File: config.mk
export PLATFORM = sky130hd
export DESIGN_NAME = btn_rst_debounce
export DESIGN_NICKNAME = d
export VERILOG_FILES = /design/src/rtl/btn_rst_debounce.sv
export SDC_FILE = /design/constraint.sdc
export NUM_CORES = 1
export LEC_CHECK = 0
export ABC_CLOCK_PERIOD_IN_PS = 4800
export BUFFER_PORTS_ARGS = -buffer_cell sky130_fd_sc_hd__buf_4
export CORE_MARGIN = 2
export CORE_UTILIZATION = 45
export CTS_CLUSTER_SIZE = 12
export DETAILED_ROUTE_END_ITERATION = 10
export SLEW_MARGIN = 20
export SYNTH_ARGS = -nofsm -noshare
export SYNTH_HDL_FRONTEND = slang
export SYNTH_SLANG_ARGS = --single-unit
File: constraint.sdc
create_clock -name clk_i -period 4.8 [get_ports clk_i]
set_input_delay 0.72 -clock clk_i [delete_from_list [all_inputs] [get_ports clk_i]]
set_output_delay 0.72 -clock clk_i [all_outputs]
set_load 0.02 [all_outputs]
File: src/rtl/btn_rst_debounce.sv
// rtl/btn_rst_debounce.sv - debounced, stretched reset request from the active-low board button
// Optional press counter: BTN_RST_DEBOUNCE_PRESS_CNT_EN
module btn_rst_debounce #(
    parameter int DebounceCycles = 250000,
    parameter int MinPulseCycles = 1024,
    parameter int SyncStages     = 2
) (
    input  logic       clk_i,
    input  logic       rst_i,
    input  logic       btn_ni,
    output logic       rst_btn_o,
    output logic       btn_level_o,
    output logic [7:0] press_cnt_o
);

    localparam int MaxCycles = (DebounceCycles > MinPulseCycles) ? DebounceCycles : MinPulseCycles;
    localparam int CntW      = $clog2(MaxCycles + 1);
    localparam logic [CntW-1:0] DebLast   = CntW'(DebounceCycles - 1);
    localparam logic [CntW-1:0] PulseLast = CntW'(MinPulseCycles - 1);

    typedef enum logic [2:0] {
        IDLE,
        PRESS_CHK,
        ASSERT,
        HOLD,
        RELEASE_CHK
    } state_t;

    state_t                r_state;
    logic [CntW-1:0]       r_cnt;
    logic [SyncStages-1:0] r_sync;
    logic                  r_rst_btn;
    logic                  r_level;
    logic                  w_pressed;
    logic                  w_accept;

    always_ff @(posedge clk_i) begin
        if (rst_i) begin
            r_sync <= '0;
        end else begin
            r_sync <= {r_sync[SyncStages-2:0], ~btn_ni};
        end
    end

    assign w_pressed = r_sync[SyncStages-1];
    assign w_accept  = (r_state == PRESS_CHK) && w_pressed && (r_cnt == DebLast);

    // Counter is shared by both debounce checks and the stretch; it restarts on every state entry.
    always_ff @(posedge clk_i) begin
        if (rst_i) begin
            r_state   <= IDLE;
            r_cnt     <= '0;
            r_rst_btn <= 1'b0;
            r_level   <= 1'b0;
        end else begin
            case (r_state)
                IDLE: begin
                    r_rst_btn <= 1'b0;
                    r_level   <= 1'b0;
                    if (w_pressed) begin
                        r_state <= PRESS_CHK;
                        r_cnt   <= '0;
                    end
                end
                PRESS_CHK: begin
                    if (!w_pressed) begin
                        r_state <= IDLE;
                        r_cnt   <= '0;
                    end else if (r_cnt == DebLast) begin
                        r_state   <= ASSERT;
                        r_cnt     <= '0;
                        r_rst_btn <= 1'b1;
                        r_level   <= 1'b1;
                    end else begin
                        r_cnt <= r_cnt + CntW'(1);
                    end
                end
                ASSERT: begin
                    r_rst_btn <= 1'b1;
                    if (r_cnt == PulseLast) begin
                        r_state <= w_pressed ? HOLD : RELEASE_CHK;
                        r_cnt   <= '0;
                    end else begin
                        r_cnt <= r_cnt + CntW'(1);
                    end
                end
                HOLD: begin
                    r_rst_btn <= 1'b1;
                    if (!w_pressed) begin
                        r_state <= RELEASE_CHK;
                        r_cnt   <= '0;
                    end
                end
                RELEASE_CHK: begin
                    if (w_pressed) begin
                        r_state <= HOLD;
                        r_cnt   <= '0;
                    end else if (r_cnt == DebLast) begin
                        r_state   <= IDLE;
                        r_cnt     <= '0;
                        r_rst_btn <= 1'b0;
                        r_level   <= 1'b0;
                    end else begin
                        r_cnt <= r_cnt + CntW'(1);
                    end
                end
                default: begin
                    r_state   <= IDLE;
                    r_cnt     <= '0;
                    r_rst_btn <= 1'b0;
                    r_level   <= 1'b0;
                end
            endcase
        end
    end

    assign rst_btn_o   = r_rst_btn;
    assign btn_level_o = r_level;

`ifdef BTN_RST_DEBOUNCE_PRESS_CNT_EN
    logic [7:0] r_press_cnt;

    always_ff @(posedge clk_i) begin
        if (rst_i) begin
            r_press_cnt <= 8'd0;
        end else if (w_accept) begin
            r_press_cnt <= r_press_cnt + 8'd1;
        end
    end

    assign press_cnt_o = r_press_cnt;
`else
    logic w_unused_accept;
    assign w_unused_accept = w_accept;
    assign press_cnt_o     = 8'd0;
`endif

endmodule
==> metrics.md, run 1 <==
| Metric | Value |
|---|---|
| Worst slew pin tran | `roughly 1 ns` |
| Fin area | `1710 um^2` |
| Synthesized area per cell | `~8.2 um^2` |
| DRT met1 WL | `about 1600 um` |
| Dominant cell type by area after synthesis | `dfxtp_1` |
| Crit Path Category | `reg2reg` |
| TNS Setup | `0 ns` |
| Die height | `around 65 um` |
| Drt pass-1 iters | `4` |
| Dpl ws | `between 2 and 3 ns` |
| Num rows | `22` |
| Power per cell area | `about 220 nW/um^2` |
| Wire length on met2 | `1640 um` |
| Clock Latency Late Sink | `0.27 ns` |
| Post-layout min period | `2.23 ns` |
| Gate Count Post-Synth | `between 200 and 250` |
| RSZ-0062 raised after global routing | `false` |
| Worst Path Required | `5.00 ns` |
| Gr usage total | `18.2%` |
| Via count of the first global-routing pass | `1320` |
| Post-synth top cells | `33 x nand2_1, 25 x dfxtp_1, 13 x nor2_1` |
| Critical path launch point type | `flip-flop` |
| Max layer used | `met4` |
| HP Class | `reg2reg` |
| Via density per instance | `roughly 5.7` |
| Hold WS | `approximately 0.45 ns` |
| LEAKAGE | `approximately 0.0006 uW` |
| Starting Density | `46.3%` |
| CTS tree | `built` |
| Maximum vdd drop | `0.0860 mV` |
| Clock Root Buffer | `clkbuf_8` |
| Clock transition at path regs | `about 0.09 ns` |
| Layout cells sized above 1 | `17.1%` |
| IO Count | `13` |
| Worst setup margin | `about 2.6 ns` |
| CP delay by family, top | `compound AO/OA/AOI/OAI gates` |
| WL final | `around 3400 um` |
| Diodes inserted | `0` |
| DR WL/cell | `13.9 um` |
| Die Area | `4210 um^2` |
| Seq cells post-synth | `25` |
| Gr ovfl total | `0` |
| Post_cts resized | `0` |
| Drt first-iter violations | `117` |
| Hold Buf Count CTS | `0` |
| EDFF count, synth | `0` |
| Worst slew margin | `32.3%` |
| Met3 wire length | `90 um` |
| Total CTS buffers | `3` |
| Final net count | `204` |
| DRC violations left | `0` |
| Slowest-stage cell, CP | `a211oi_4` |
| Setup-failing EPs final | `0` |
| Max Cap Viol | `0` |
| Mapped Area | `around 1700 um^2` |
| Sink Count | `25` |
| Buf/Inv on CP | `0` |
| Clock Skew | `between 0.0015 and 0.002 ns` |
| H-tree depth | `1` |
| Port Buffers | `4` |
| Fmax | `0.447 GHz` |
| DIE WIDTH | `64.9 um` |
| First-pass GRT wire length | `6030 um` |
| Dpl cell area | `1650 um^2` |
| Final Hold Fails | `0` |
| Top cell type's share of synthesized area | `30.0%` |
| Post-synth ARST share | `0%` |
| CP Max Fanout | `19` |
| Period utilization | `46.6%` |
| Crit path DAT | `2.43 ns` |
| Initial antenna violation count | `0` |
| Vias | `1418` |
| RePlAce Congestion | `between 0.9 and 1` |
| Ys flop type | `dfxtp_1` |
| R2R setup slack | `2.57 ns` |
| Largest net degree at the start of global routing | `21` |
| Maximum buffer depth of the clock tree | `2` |
| Antenna viol nets, final | `0` |
| FILL cells | `around 370` |
| DP HPWL | `2470 um` |
| Crit-path max cell delay | `0.87 ns` |
| Synth warn | `0` |
| CP endpoint kind | `flip-flop` |
| Core ar. | `roughly 3600 um^2` |
| Area delta synth->final | `2.17%` |
| Most frequent cell after synthesis | `nand2_1` |
| Post-layout util | `47.3%` |
| Sequential share of the synthesized area | `about 30%` |
| CP Cell Sequence | `nand4bb_1 -> nor4_4 -> a211oi_4 -> o21ai_2 -> o211ai_1` |
| Pins Over Slew Limit | `0` |
| Post-CTS Setup Repair Bufs | `0` |
| Area contributors post-synth | `dfxtp_1 30%, nand2_1 7.4%, o221ai_2 5.4%` |
| Status | `finished, final reports clean` |
| Synth cell types | `52` |
worst reg2reg max path: stages, from the launching register on:
cell and delay (ns):
dfxtp_1 0.50, nand4bb_1 0.23, nor4_4 0.09, a211oi_4 0.87, o21ai_2 0.25, o211ai_1 0.22
cells in the final DEF, fill, tap and decap left out, types with 2 or more instances in the layout:
cell,count
or2_2,4
o21ai_1,5
nor3_1,5
nor2b_1,7
a21oi_1,11
nor4_1,2
nor2_1,13
and3_1,4
clkbuf_8,3
o21a_1,2
o221ai_2,6
o21ai_0,4
conb_1,8
nor3_2,4
xnor2_1,2
and3b_1,2
dfxtp_1,25
nand2_1,33
inv_1,5
nand4_1,2
o22ai_1,3
buf_4,4
o211ai_1,5
and2_1,4
o2111ai_1,2
nand3_1,8
state kept, by name (all words and copies together), names as in the netlist:
register     count
btn_level_o      1
r_sync           2
rst_btn_o        1
r_state          3
r_cnt           18
stage by stage:
stage | cells | power (uW)
floorplan | 211 | 255
global placement | 243 | 255
detailed placement | 243 | 255
CTS | 247 | 382
global route | 247 | 396
finish | 247 | 377
per-layer routing:
layer | global-route usage [%] | vias to the layer above
li1 | - | 708
met1 | 23.6 | 678
met2 | 30.2 | 25
met3 | 2.60 | 7
met4 | 7.18 | 0
met5 | 0 | -
cell families (layout without fill, tap and decap cells):
logic type / Yosys count / in the layout / share of synthesized area (%)
and+or+nand+nor: 103 / 103 / 36.6
AOI/OAI and AO/OA: 47 / 47 / 22.1
DFF: 25 / 25 / 30.0
buffers and inverters: 25 / 13 / 9.29
xor gates and xnor gates: 2 / 2 / 1.05
adders and majority gates: 1 / 1 / 0.750
other: 1 / 8 / 0.225
power by group:
group | total [uW] | leakage (uW) | switching, uW | internal (uW)
Clock | 126 | 0.0000228 | 66.8 | 59.5
Combinational | 36.1 | 0.000372 | 26.3 | 9.88
Sequential | 214 | 0.000202 | 4.41 | 210
Total | 377 | 0.000597 | 97.5 | 279
final cells by class:
cell class	count	area [um^2]	area share, %
Tap cell	48	60.1	3.52
Timing Repair Buffer	4	30.0	1.76
Sequential cell	25	500	29.3
Multi-Input combinational cell	161	1050	61.6
Clock buffer	4	45.0	2.64
Inverter	5	18.8	1.10
final timing paths:
check / start / endpoint / depth (start not counted)
worst max register to register: r_cnt[6] / r_cnt[14] / 5
worst min-delay path: r_sync[0] / r_sync[1] / 1
worst min register to register: r_sync[0] / r_sync[1] / 1
worst max-delay path: r_cnt[6] / r_cnt[14] / 5
Power figures use the tool's default switching activity.
==> inputs of run 2 (changes only) <==
ABC_CLOCK_PERIOD_IN_PS = 1900   (was 4800)
PLACE_DENSITY = 0.65   (was not set)
clock period = 1.9 ns   (was 4.8 ns; I/O delays follow)
==> run 2 against run 1 <==
Global-route usage up 0.55 points; wire length increased by 5.5%; total power grew to 2.6 times the previous value; cell count is 11% higher; non-clock buffer count increased by 27; clock power increased to 2.5 times the previous value; worst hold slack worse by 0.29 ns; utilization increased by 7.4 points; critical endpoint is now r_cnt[1].
==> metrics.md, run 2 (synthesized netlist as in run 1, its figures left out) <==
| Metric | Value |
|---|---|
| Psw | `260 uW (+170%)` |
| Pins Over Slew Limit | `0 (unchanged)` |
| First-pass GRT wire length | `6200 um (+2.8%)` |
| Crit Path Category | `reg2reg` |
| Diodes inserted | `0 (unchanged)` |
| DP HPWL | `2600 um (+5.5%)` |
| Worst setup margin | `0.0773 ns (-2.49 ns)` |
| CP endpoint kind | `flip-flop` |
| DR WL/cell | `13.2 um (-4.9%)` |
| Die height | `64.9 um (unchanged)` |
| Multi-input gate area in the final layout | `1070 um^2 (+2.3%)` |
| Gr ovfl total | `0 (unchanged)` |
| Sequential Area | `502 um^2 (+0.25%)` |
| Maximum buffer depth of the clock tree | `2 (unchanged)` |
| RePlAce Congestion | `0.842 (-6.9%)` |
| FILL cells | `341 (-7.6%)` |
| Starting Density | `46.3% (unchanged)` |
| Post-layout min period | `1.82 ns (-0.412 ns)` |
| Total CTS buffers | `3 (unchanged)` |
| Commonest non-fill, non-tap cell in the layout | `nand2_1` |
| Net Sw Frac | `26.3% (+0.38 points)` |
| HP Class | `in2reg` |
| DRC violations left | `0 (unchanged)` |
| CTS tree | `built` |
| Placed Cells | `265 (+9.1%)` |
| P_int | `729 uW (+160%)` |
| Overall power | `989 uW (+160%)` |
| Drt pass-1 iters | `4 (unchanged)` |
| Core ar. | `3610 um^2 (unchanged)` |
| Worst Path Required | `2.07 ns (-2.93 ns)` |
| Comb pwr share | `13.4% (+3.8 points)` |
| CP Cell Sequence | `or4_4 -> nor3_4 -> a21oi_4 -> buf_12 -> o21ai_1 -> a21oi_1` |
| Port Buffers | `4 (unchanged)` |
| LEAKAGE | `0.000774 uW (+30%)` |
| Largest net degree at the start of global routing | `15 (-29%)` |
| Maximum vdd drop | `0.416 mV (+380%)` |
| Vias | `1493 (+5.3%)` |
| Via density per instance | `5.45 (-5.1%)` |
| Status | `finished, final reports clean` |
| Fmax | `0.549 GHz (+23%)` |
| Slowest-stage cell, CP | `or4_4` |
| Final Hold Fails | `0 (unchanged)` |
| Gr usage total | `18.7% (+0.55 points)` |
| CP Max Fanout | `12 (-7)` |
| Period utilization | `95.9% (+49 points)` |
| Drt first-iter violations | `113 (-3.4%)` |
| Area delta synth->final | `18.1%` |
| Sequential power share | `54.2% (-2.7 points)` |
| Clock transition at path regs | `0.09 ns (about the same)` |
| Hold Buf Count CTS | `0 (unchanged)` |
| Setup-failing EPs final | `0 (unchanged)` |
| Clock Latency Late Sink | `0.27 ns (about the same)` |
| Die Area | `4210 um^2 (unchanged)` |
| RSZ-0062 raised after global routing | `false` |
| Final net count | `231 (+13%)` |
| Fin cells | `274 (+11%)` |
| Num rows | `22 (unchanged)` |
| WL final | `3610 um (+5.5%)` |
| Max Cap Viol | `0 (unchanged)` |
| Biggest register | `r_cnt` |
| H-tree depth | `1 (unchanged)` |
| Layout cells sized above 1 | `28.3% (+11 points)` |
| Via count of the first global-routing pass | `1389 (+5.2%)` |
| Initial antenna violation count | `0 (unchanged)` |
| IO Count | `13 (unchanged)` |
| Clock Root Buffer | `clkbuf_8` |
| Leading cell types in the layout, fill and taps excluded | `33 x nand2_1, 28 x buf_4, 24 x dfxtp_1` |
| Clock power frac | `32.5% (-1.0 points)` |
| Sink Count | `25 (unchanged)` |
| Power per cell area | `502 nW/um^2 (+130%)` |
| Largest regs | `r_cnt: 18 flops, r_state: 3 flops, r_sync: 2 flops` |
| Max reg flops | `18 (unchanged)` |
| DIE WIDTH | `64.9 um (unchanged)` |
| Crit-path max cell delay | `0.56 ns (-0.31 ns)` |
| Critical path launch point type | `flip-flop` |
| Antenna viol nets, final | `0 (unchanged)` |
| Crit path DAT | `1.99 ns (-0.44 ns)` |
| Dpl ws | `-0.0160 ns (-2.56 ns)` |
| Clock Skew | `0.00144 ns (-0.0000881 ns)` |
run 2: cell types whose count changed in the layout (fill, tap and decap cells not counted):
cell,before,now
buf_4,4,28
buf_12,0,3
nor3_2,4,2
nor3_4,1,3
clkbuf_1,1,0
clkinv_2,0,1
dfxtp_1,25,24
dfxtp_2,0,1
o21ai_2,1,0
o21ai_4,0,1
or4_1,1,0
or4_4,0,1
run 2: final cells by class:
| cell class | instances | share of cell area, % |
|---|---|---|
| Clock buffer | 3 | 2.09 |
| Clock inverter | 1 | 0.254 |
| Inverter | 5 | 0.952 |
| Multi-Input combinational cell | 161 | 54.5 |
| Sequential cell | 25 | 25.4 |
| Tap cell | 48 | 3.05 |
| Timing Repair Buffer | 31 | 13.7 |
run 2: metrics by stage:
step / instance area (um^2) / utilization [%] / hold slack (ns) / setup TNS (ns)
after floorplan: 1700 / - / 0.357 / 0
after global placement: 1840 / 51.1 / 0.417 / 0
after detailed placement: 1840 / 51.1 / 0.432 / -0.0340
after CTS: 1930 / 53.6 / 0.148 / 0
after global routing: 1970 / 54.7 / 0.149 / 0
final: 1970 / 54.7 / 0.157 / 0
run 2: per-layer routing:
metal	global-route usage [%]	vias to the layer above	part of all wire [%]
li1	-	762	-
met1	24.5	689	48
met2	29.9	35	47
met3	4.69	7	4.3
met4	6.38	0	1.4
met5	0	-	0
run 2: what timing repair did:
action / CTS / global route
endpoints found under the setup margin: 6 / 15
setup buffers: 3 / 2
pin swaps: 1 / 2
resized for setup: 1 / 5
run 2: critical path, delay by kind of cell (launching register included):
family	cells	cell delay [ns]
AO/OA/AOI/OAI	3	0.40
flip-flops	1	0.38
buffers and inverters	1	0.18
AND/OR/NAND/NOR	2	0.75
run 2: power by group through the flow:
stage                     logic, uW  registers, uW  clock network [uW]
after floorplan                99.7            545                   0
after global placement          119            548                   0
after detailed placement        118            548                   0
after CTS                       130            536                 336
after global routing            144            537                 365
final                           132            536                 321
run 2: worst paths after layout:
check	startpoint	end	slack, ns	cells past startpoint
worst min register to register	r_sync[0]	r_sync[1]	0.45	1
worst max-delay path	r_cnt[14]	r_cnt[1]	0.08	6
worst max register to register	r_cnt[14]	r_cnt[1]	0.08	6
worst min-delay path	btn_ni	r_sync[0]	0.16	2
